==> config.mk <==
export PLATFORM = sky130hd
export DESIGN_NAME = paralelo_serial_param
export DESIGN_NICKNAME = d
export VERILOG_FILES = /design/src/rtl/paralelo_serial_param_pkg.sv /design/src/rtl/paralelo_serial_param_shift.sv /design/src/rtl/paralelo_serial_param.sv
export SDC_FILE = /design/constraint.sdc
export NUM_CORES = 1
export LEC_CHECK = 0
export CAP_MARGIN = 20
export CORE_MARGIN = 8
export CORE_UTILIZATION = 44
export DETAILED_ROUTE_END_ITERATION = 16
export PLACE_DENSITY = 0.73
export SYNTH_ARGS = -nofsm -noshare
export SYNTH_HDL_FRONTEND = slang
export SYNTH_HIERARCHICAL = 1
export SYNTH_SLANG_ARGS = --single-unit
==> constraint.sdc <==
create_clock -name clk_32f -period 1.4 [get_ports clk_32f]
set_input_delay 0.28 -clock clk_32f [delete_from_list [all_inputs] [get_ports clk_32f]]
set_output_delay 0.28 -clock clk_32f [all_outputs]
set_load 0.02 [all_outputs]
==> src/rtl/paralelo_serial_param_pkg.sv <==
// Shared constants for the parallel-to-serial transmitter: default comma and
// idle words and the link FSM state encodings.
package paralelo_serial_param_pkg;

    // Default comma word, repeated while the link is synchronising.
    localparam logic [7:0] PS_COM_DEFAULT = 8'hBC;

    // Default idle word, sent in RUN whenever no data word is offered.
    localparam logic [7:0] PS_IDL_DEFAULT = 8'h7C;

    // Link FSM state encodings.
    localparam logic [0:0] ST_SYNC = 1'b0;
    localparam logic [0:0] ST_RUN  = 1'b1;

endpackage

==> src/rtl/paralelo_serial_param_shift.sv <==
// Shift register and bit counter for the serialiser. Holds the word being
// sent, counts bits within it and flags the last bit of every word
// (the word boundary) so the owner can supply the next word.
module ps_shift_reg #(
    parameter int               WIDTH    = 8,
    parameter logic [WIDTH-1:0] RST_WORD = '0
) (
    input  logic             clk,
    input  logic             reset,
    input  logic [WIDTH-1:0] next_word,
    output logic             msb,
    output logic             boundary
);

    localparam int CW = $clog2(WIDTH);
    localparam logic [CW-1:0] LAST_BIT = CW'(WIDTH - 1);

    logic [WIDTH-1:0] sh_r;
    logic [CW-1:0]    bit_cnt_r;
    logic             boundary_s;

    assign boundary_s = (bit_cnt_r == LAST_BIT);
    assign boundary   = boundary_s;
    assign msb        = sh_r[WIDTH-1];

    // Shift one bit per clock; at the word boundary load the next word and restart the count.
    always_ff @(posedge clk or posedge reset) begin
        if (reset) begin
            sh_r      <= RST_WORD;
            bit_cnt_r <= {CW{1'b0}};
        end else if (boundary_s) begin
            sh_r      <= next_word;
            bit_cnt_r <= {CW{1'b0}};
        end else begin
            sh_r      <= {sh_r[WIDTH-2:0], 1'b0};
            bit_cnt_r <= bit_cnt_r + CW'(1);
        end
    end

endmodule

==> src/rtl/paralelo_serial_param.sv <==
// Parallel-to-serial link transmitter. Sends a run of comma words until the
// receiver has had time to align, then switches to RUN and sends data words
// (or idle words when nothing is offered), MSB first, one bit per clock.
// All decisions are taken only at word boundaries so every word is sent whole.
module paralelo_serial_param
    import paralelo_serial_param_pkg::*;
#(
    parameter int               WIDTH      = 8,
    parameter logic [WIDTH-1:0] COM        = WIDTH'(PS_COM_DEFAULT),
    parameter logic [WIDTH-1:0] IDL        = WIDTH'(PS_IDL_DEFAULT),
    parameter int               SYNC_WORDS = 4
) (
    input  logic             clk_32f,
    input  logic             reset,
    input  logic             active,
    input  logic [WIDTH-1:0] data_in,
    input  logic             valid_in,
    output logic             serial_out,
    output logic             load_req,
    output logic             sync_done
);

    // Counter wide enough to hold SYNC_WORDS itself (it saturates there).
    localparam int CNT_W = $clog2(SYNC_WORDS + 1);
    localparam logic [CNT_W-1:0] SYNC_MAX    = CNT_W'(SYNC_WORDS);
    localparam logic [CNT_W:0]   SYNC_TARGET = (CNT_W + 1)'(SYNC_WORDS);

    logic [0:0]       state_r;
    logic [0:0]       state_nxt_s;
    logic [CNT_W-1:0] sync_cnt_r;
    logic [CNT_W-1:0] sync_cnt_nxt_s;
    logic [CNT_W:0]   sync_inc_s;
    logic             sync_reached_s;
    logic [WIDTH-1:0] next_word_s;
    logic             boundary_s;
    logic             msb_s;

    ps_shift_reg #(
        .WIDTH    (WIDTH),
        .RST_WORD (COM)
    ) u_shift (
        .clk       (clk_32f),
        .reset     (reset),
        .next_word (next_word_s),
        .msb       (msb_s),
        .boundary  (boundary_s)
    );

    // Comma count including the word finishing now; the extra bit avoids overflow at the limit.
    assign sync_inc_s     = {1'b0, sync_cnt_r} + (CNT_W + 1)'(1);
    assign sync_reached_s = (sync_inc_s >= SYNC_TARGET);

    // Choose the next word and the next FSM/counter values for the coming boundary.
    always_comb begin
        state_nxt_s    = state_r;
        sync_cnt_nxt_s = sync_cnt_r;
        next_word_s    = COM;
        case (state_r)
            ST_SYNC: begin
                sync_cnt_nxt_s = sync_reached_s ? SYNC_MAX : sync_inc_s[CNT_W-1:0];
                if (active && sync_reached_s) begin
                    state_nxt_s = ST_RUN;
                    next_word_s = IDL;
                end else begin
                    state_nxt_s = ST_SYNC;
                    next_word_s = COM;
                end
            end
            ST_RUN: begin
                if (active) begin
                    state_nxt_s = ST_RUN;
                    next_word_s = valid_in ? data_in : IDL;
                end else begin
                    // Link dropped: restart alignment from scratch.
                    state_nxt_s    = ST_SYNC;
                    next_word_s    = COM;
                    sync_cnt_nxt_s = {CNT_W{1'b0}};
                end
            end
            default: begin
                state_nxt_s    = ST_SYNC;
                next_word_s    = COM;
                sync_cnt_nxt_s = {CNT_W{1'b0}};
            end
        endcase
    end

    // FSM state and comma counter only move at word boundaries.
    always_ff @(posedge clk_32f or posedge reset) begin
        if (reset) begin
            state_r    <= ST_SYNC;
            sync_cnt_r <= {CNT_W{1'b0}};
        end else if (boundary_s) begin
            state_r    <= state_nxt_s;
            sync_cnt_r <= sync_cnt_nxt_s;
        end else begin
            state_r    <= state_r;
            sync_cnt_r <= sync_cnt_r;
        end
    end

    assign serial_out = msb_s;
    assign sync_done  = (state_r == ST_RUN);
    assign load_req   = (state_r == ST_RUN) && active && boundary_s;

endmodule
**After elaboration in Yosys (flattened, before gate mapping)**

Cells that the tools add are included.

- Input bits: 12
- Register bits after elaboration: 15

- Mux-type cells: 12
- Add/sub/neg operators: 2
- Bitwise gates (word level): 1
- Magnitude comparators: 1
- Eq/ne operators: 2
- Reductions and logical operators: 4

Operators with widths:

| kind | count |
|---|---|
| $mux 8 | 4 |
| $pmux 8 s2 | 1 |
| $mux 3 | 3 |
| $pmux 3 s2 | 1 |
| $add 3x1->4 const B | 1 |
| $ge 4x3->1 const B | 1 |
| $add 3x1->3 const B | 1 |
| $eq 3x3->1 const B | 1 |
| $logic_and 1x1->1 | 3 |
| $mux 1 | 2 |
| $ne 2x2->1 const B | 1 |
| $pmux 1 s2 | 1 |
| $reduce_and 2->1 | 1 |
| $not 1->1 | 1 |

**Longest topological paths before layout**

- Word-level depth: 6
- Mapped depth: 5
- Gate-level depth less buffers: 5

**Hierarchy**

Netlist, hierarchy kept.

By module, submodules not included:

| module | times used | area an instance (µm²) | sequential area each (µm²) | cells an instance |
|---|---|---|---|---|
| ps_shift_reg | 1 | 437.9 | 281.5 | 24 |
| paralelo_serial_param | 1 | 314.1 | 100.1 | 38 |

**Worst setup path before layout**

OpenSTA, ideal clock, no wires.

- Kind: register to register
- Start: reg sync_cnt_r[0]
- End: reg u_shift.sh_r[6]
- Required time: 1.275 ns
- Cell stages (with the launch flop): 6
- Clock period less this slack: 1.374 ns
- Data arrival time: 1.249 ns
- Setup slack: 0.026 ns
- Buffers on the path: 0
- Path through: dfrtp_1 ha_1 or2_4 o21ai_2 a21oi_1 mux2_4

- Cells in the longest elaborated chain, start to end: 6

Ends and longest elaborated chain:

| item | line | source |
|---|---|---|
| start, declared | paralelo_serial_param.sv:30 | `logic [CNT_W-1:0] sync_cnt_r;` |
| start signal, assigned | paralelo_serial_param.sv:92 | `sync_cnt_r <= {CNT_W{1'b0}};` |
| start signal, assigned | paralelo_serial_param.sv:95 | `sync_cnt_r <= sync_cnt_nxt_s;` |
| start signal, assigned | paralelo_serial_param.sv:98 | `sync_cnt_r <= sync_cnt_r;` |
| $add 3x1->4 | paralelo_serial_param.sv:50 | `assign sync_inc_s = {1'b0, sync_cnt_r} + (CNT_W + 1)'(1);` |
| $ge 4x3->1 | paralelo_serial_param.sv:51 | `assign sync_reached_s = (sync_inc_s >= SYNC_TARGET);` |
| $logic_and 1x1->1 | paralelo_serial_param.sv:61 | `if (active && sync_reached_s) begin` |
| $mux 8 | paralelo_serial_param.sv:61 |  |
| $pmux 8 s2 | paralelo_serial_param.sv:58 | `case (state_r)` |
| named net next_word_s[6] | paralelo_serial_param.sv:34 | `logic [WIDTH-1:0] next_word_s;` |
| $mux 8 | paralelo_serial_param_shift.sv:31 | `end else if (boundary_s) begin` |
| end signal, assigned | paralelo_serial_param_shift.sv:32 | `sh_r <= next_word;` |
| end signal, assigned | paralelo_serial_param_shift.sv:35 | `sh_r <= {sh_r[WIDTH-2:0], 1'b0};` |
| end, declared | paralelo_serial_param_shift.sv:18 | `logic [WIDTH-1:0] sh_r;` |

The timed path passes the listed nets, and every way through them passes these cells.
A chain may end at the register's enable or synchronous reset.

**Final worst setup path**

- Start: reg u_shift.bit_cnt_r[0]
- End: out load_req

- Cells in the longest elaborated chain, start to end: 2

Ends and longest elaborated chain:

| item | line | source |
|---|---|---|
| start, declared | paralelo_serial_param_shift.sv:19 | `logic [CW-1:0] bit_cnt_r;` |
| start signal, assigned | paralelo_serial_param_shift.sv:30 | `bit_cnt_r <= {CW{1'b0}};` |
| start signal, assigned | paralelo_serial_param_shift.sv:33 | `bit_cnt_r <= {CW{1'b0}};` |
| start signal, assigned | paralelo_serial_param_shift.sv:36 | `bit_cnt_r <= bit_cnt_r + CW'(1);` |
| $eq 3x3->1 | paralelo_serial_param_shift.sv:22 | `assign boundary_s = (bit_cnt_r == LAST_BIT);` |
| named net boundary_s | paralelo_serial_param.sv:35 | `logic boundary_s;` |
| $logic_and 1x1->1 | paralelo_serial_param.sv:104 | `assign load_req = (state_r == ST_RUN) && active && boundary_s;` |
| end, declared | paralelo_serial_param.sv:19 | `output logic load_req,` |

The timed path passes the listed nets, and every way through them passes these cells.

==> metrics.txt <==
#FFs+latches synth 15; initial antenna violation count 0; largest net degree at the start of global routing 14; Leakage Power ~0.44 nW; HP Class primary input to async pin; Yosys warnings 6; H-tree Lvls 1; Die Area roughly 0.0033 mm²; most frequent cells in the layout 11 x clkdlybuf4s50_1, 10 x dfrtp_1, 7 x mux2_4; Worst Setup Slack, final -0.1693 ns; diode count 0; # placed instances 97; RSZ-0062 raised after global routing yes; Filler cells 134; Total Nets Final 100; fraction of layout cells with a size suffix above 1 between 30% and 40%; FMAX ~640 MHz; Worst Path Required about 1.1 ns; gr ovfl total 0; Hold Slack 0.2137 ns; global router's overall resource usage a little under a tenth; Syn-to-layout area delta 31.95%; path depth of the worst reg2reg path 5; first-pass GRT wire length between 2 and 2.5 mm; vias ~500; Final Hold Vio Count 0; Slew Viols, Final 0; Max FO, Critical Path 2; R2R Path Start u_shift/bit_cnt_r[0]$_DFF_PP0_; Synth Area per Inst between 10 and 15 µm²; placed cell areas a little over 900 µm²; count of different cell masters after synthesis 24; Root Buffer clkbuf_4; Clock Latency Late Sink approximately 0.27 ns; worst rel slew slack a little under three quarters; RR Endpoint sync_cnt_r[1]$_DFFE_PP0P_; Tot Pwr about 910 µW; final setup fails 2; crit share post-route 112.1%; number of global-route vias before repair approximately 530; PD cells 920.5 mW/mm²; CTS sink cnt 15; sequential share of the synthesized area between 50% and 60%; Post-Synthesis Cells 62; Max Buffers Root-to-Sink 2; crit end category primary output; number of DRC markers in iteration 0 3; GP Congestion roughly 0.8; die height 57.34 µm; Tmin final roughly 1.6 ns; design area 992.2 µm²; VDD IR max about 0.38 mV; Clock Skews between 0.002 and 0.003 ns; Via-to-Cell Ratio between 4 and 5; Std-Cell Rows 15; setup slack, reg-to-reg -0.02 ns; syn nets between 70 and 80; WP data arrival approximately 1.3 ns; CP Class flip-flop to primary output; Final ANT Viol Nets 0; DRT Pass-1 Iters 2; CTS tree done; Port Buffers 14; Synth Cell Area 752.0 µm²; max-cap violations 0; # Post-CTS Setup Buffers 0; drt total wl around 1.3 mm; DRC Markers 0; most common cell after layout, fill and taps aside clkdlybuf4s50_1; run status complete, but fails checks; TritonCTS Buffers 3; failing checks setup timing; Post-Layout Cell Count just over 100; post-DP HPWL roughly 1.0 mm; crit path launch type flip-flop; Initial Util roughly 45%; clk slew on worst S/H paths around 0.090 ns; post-DR wirelength/cell 12.98 µm; core footprint around 0.0017 mm²; # IOs 15; Slew @ Worst Pin approximately 0.43 ns; Chip Width roughly 57 µm
## worst max path at each step
stage	startpoint	end	cells past startpoint
finish	u_shift/bit_cnt_r[0]$_DFF_PP0_	load_req	4
global route	u_shift/bit_cnt_r[0]$_DFF_PP0_	load_req	4
CTS	u_shift/bit_cnt_r[0]$_DFF_PP0_	load_req	4
detailed placement	active	load_req	3
global placement	active	load_req	3
floorplan	sync_cnt_r[0]$_DFFE_PP0P_	u_shift/sh_r[6]$_DFF_PP0_	5
## kinds of logic (layout without fill, tap and decap cells)
group | count (synthesis) | in the layout | synth area share [%]
buffers and inverters | 7 | 29 | 5.491
multiplexers | 8 | 8 | 15.31
flip-flops | 15 | 15 | 50.75
adder cells (fa/ha/maj) | 3 | 3 | 4.992
AO/OA/AOI/OAI | 9 | 9 | 9.317
AND/OR/NAND/NOR | 20 | 20 | 14.15
## stage by stage
stage / TNS, ns / setup slack (ns) / util [%]
6_report: -0.1853 / -0.1693 / 59.40
5_1_grt: -0.3404 / -0.2260 / 59.40
4_1_cts: -0.2055 / -0.1832 / 58.80
3_5_place_dp: -1.538 / -0.3886 / 56.03
3_3_place_gp: -1.506 / -0.3717 / 56.03
2_1_floorplan: 0 / 0.02624 / -
## area by class of cell
class / count / area [µm²] / area share [%]
Tap cell: 17 / 21.27 / 2.144
Sequential cell: 15 / 381.6 / 38.46
Multi-Input combinational cell: 40 / 364.1 / 36.70
Timing Repair Buffer: 20 / 180.2 / 18.16
Inverter: 5 / 18.77 / 1.892
Clock buffer: 4 / 26.28 / 2.648
## critical path, cell delays in order, from the launching register on
cell	delay, ns
dfrtp_1	0.39
ha_2	0.19
ha_4	0.15
and3_4	0.16
buf_6	0.12
## registers in the layout, summed over array words and instances (netlist names)
register	count
u_shift/sh_r	8
sync_cnt_r	3
u_shift/bit_cnt_r	3
sync_done	1
## repair_timing
action	in CTS	in global routing
gates cloned	0	0
endpoints found under the setup margin	5	9
hold buffers	0	0
gates resized for setup	13	4
pin swaps	2	0
## cells in the mapped netlist (all sizes together)
library cell | number | area [µm²]
dfrtp | 10 | 250.2
mux2 | 7 | 105.1
dfstp | 5 | 131.4
inv | 5 | 18.77
nand2 | 5 | 18.77
or2 | 5 | 33.78
ha | 3 | 37.54
nor2 | 3 | 11.26
a21o | 2 | 15.01
a21oi | 2 | 10.01
and2 | 2 | 13.77
buf | 2 | 22.52
nand3 | 2 | 10.01
o21ai | 2 | 13.76
a211oi | 1 | 12.51
a32o | 1 | 10.01
and3 | 1 | 6.260
mux2i | 1 | 10.01
nand2b | 1 | 6.260
nor2b | 1 | 6.260
o2bb2ai | 1 | 8.760
## per-layer routing
layer  vias up  routed length (µm)  global-route usage, %
met5         -                   0                      0
met3         2                  48                  2.915
li1        253                   -                      -
met1       234                 560                  10.08
met2         7                 692                  14.63
met4         0                   9                  6.429
## power breakdown
| part | switching (mW) | internal [mW] | total [mW] |
|---|---|---|---|
| clock network | 0.131 | 0.110 | 0.242 |
| registers | 0.0171 | 0.461 | 0.478 |
| logic | 0.0881 | 0.106 | 0.194 |
(Power assumes the default switching activity.)
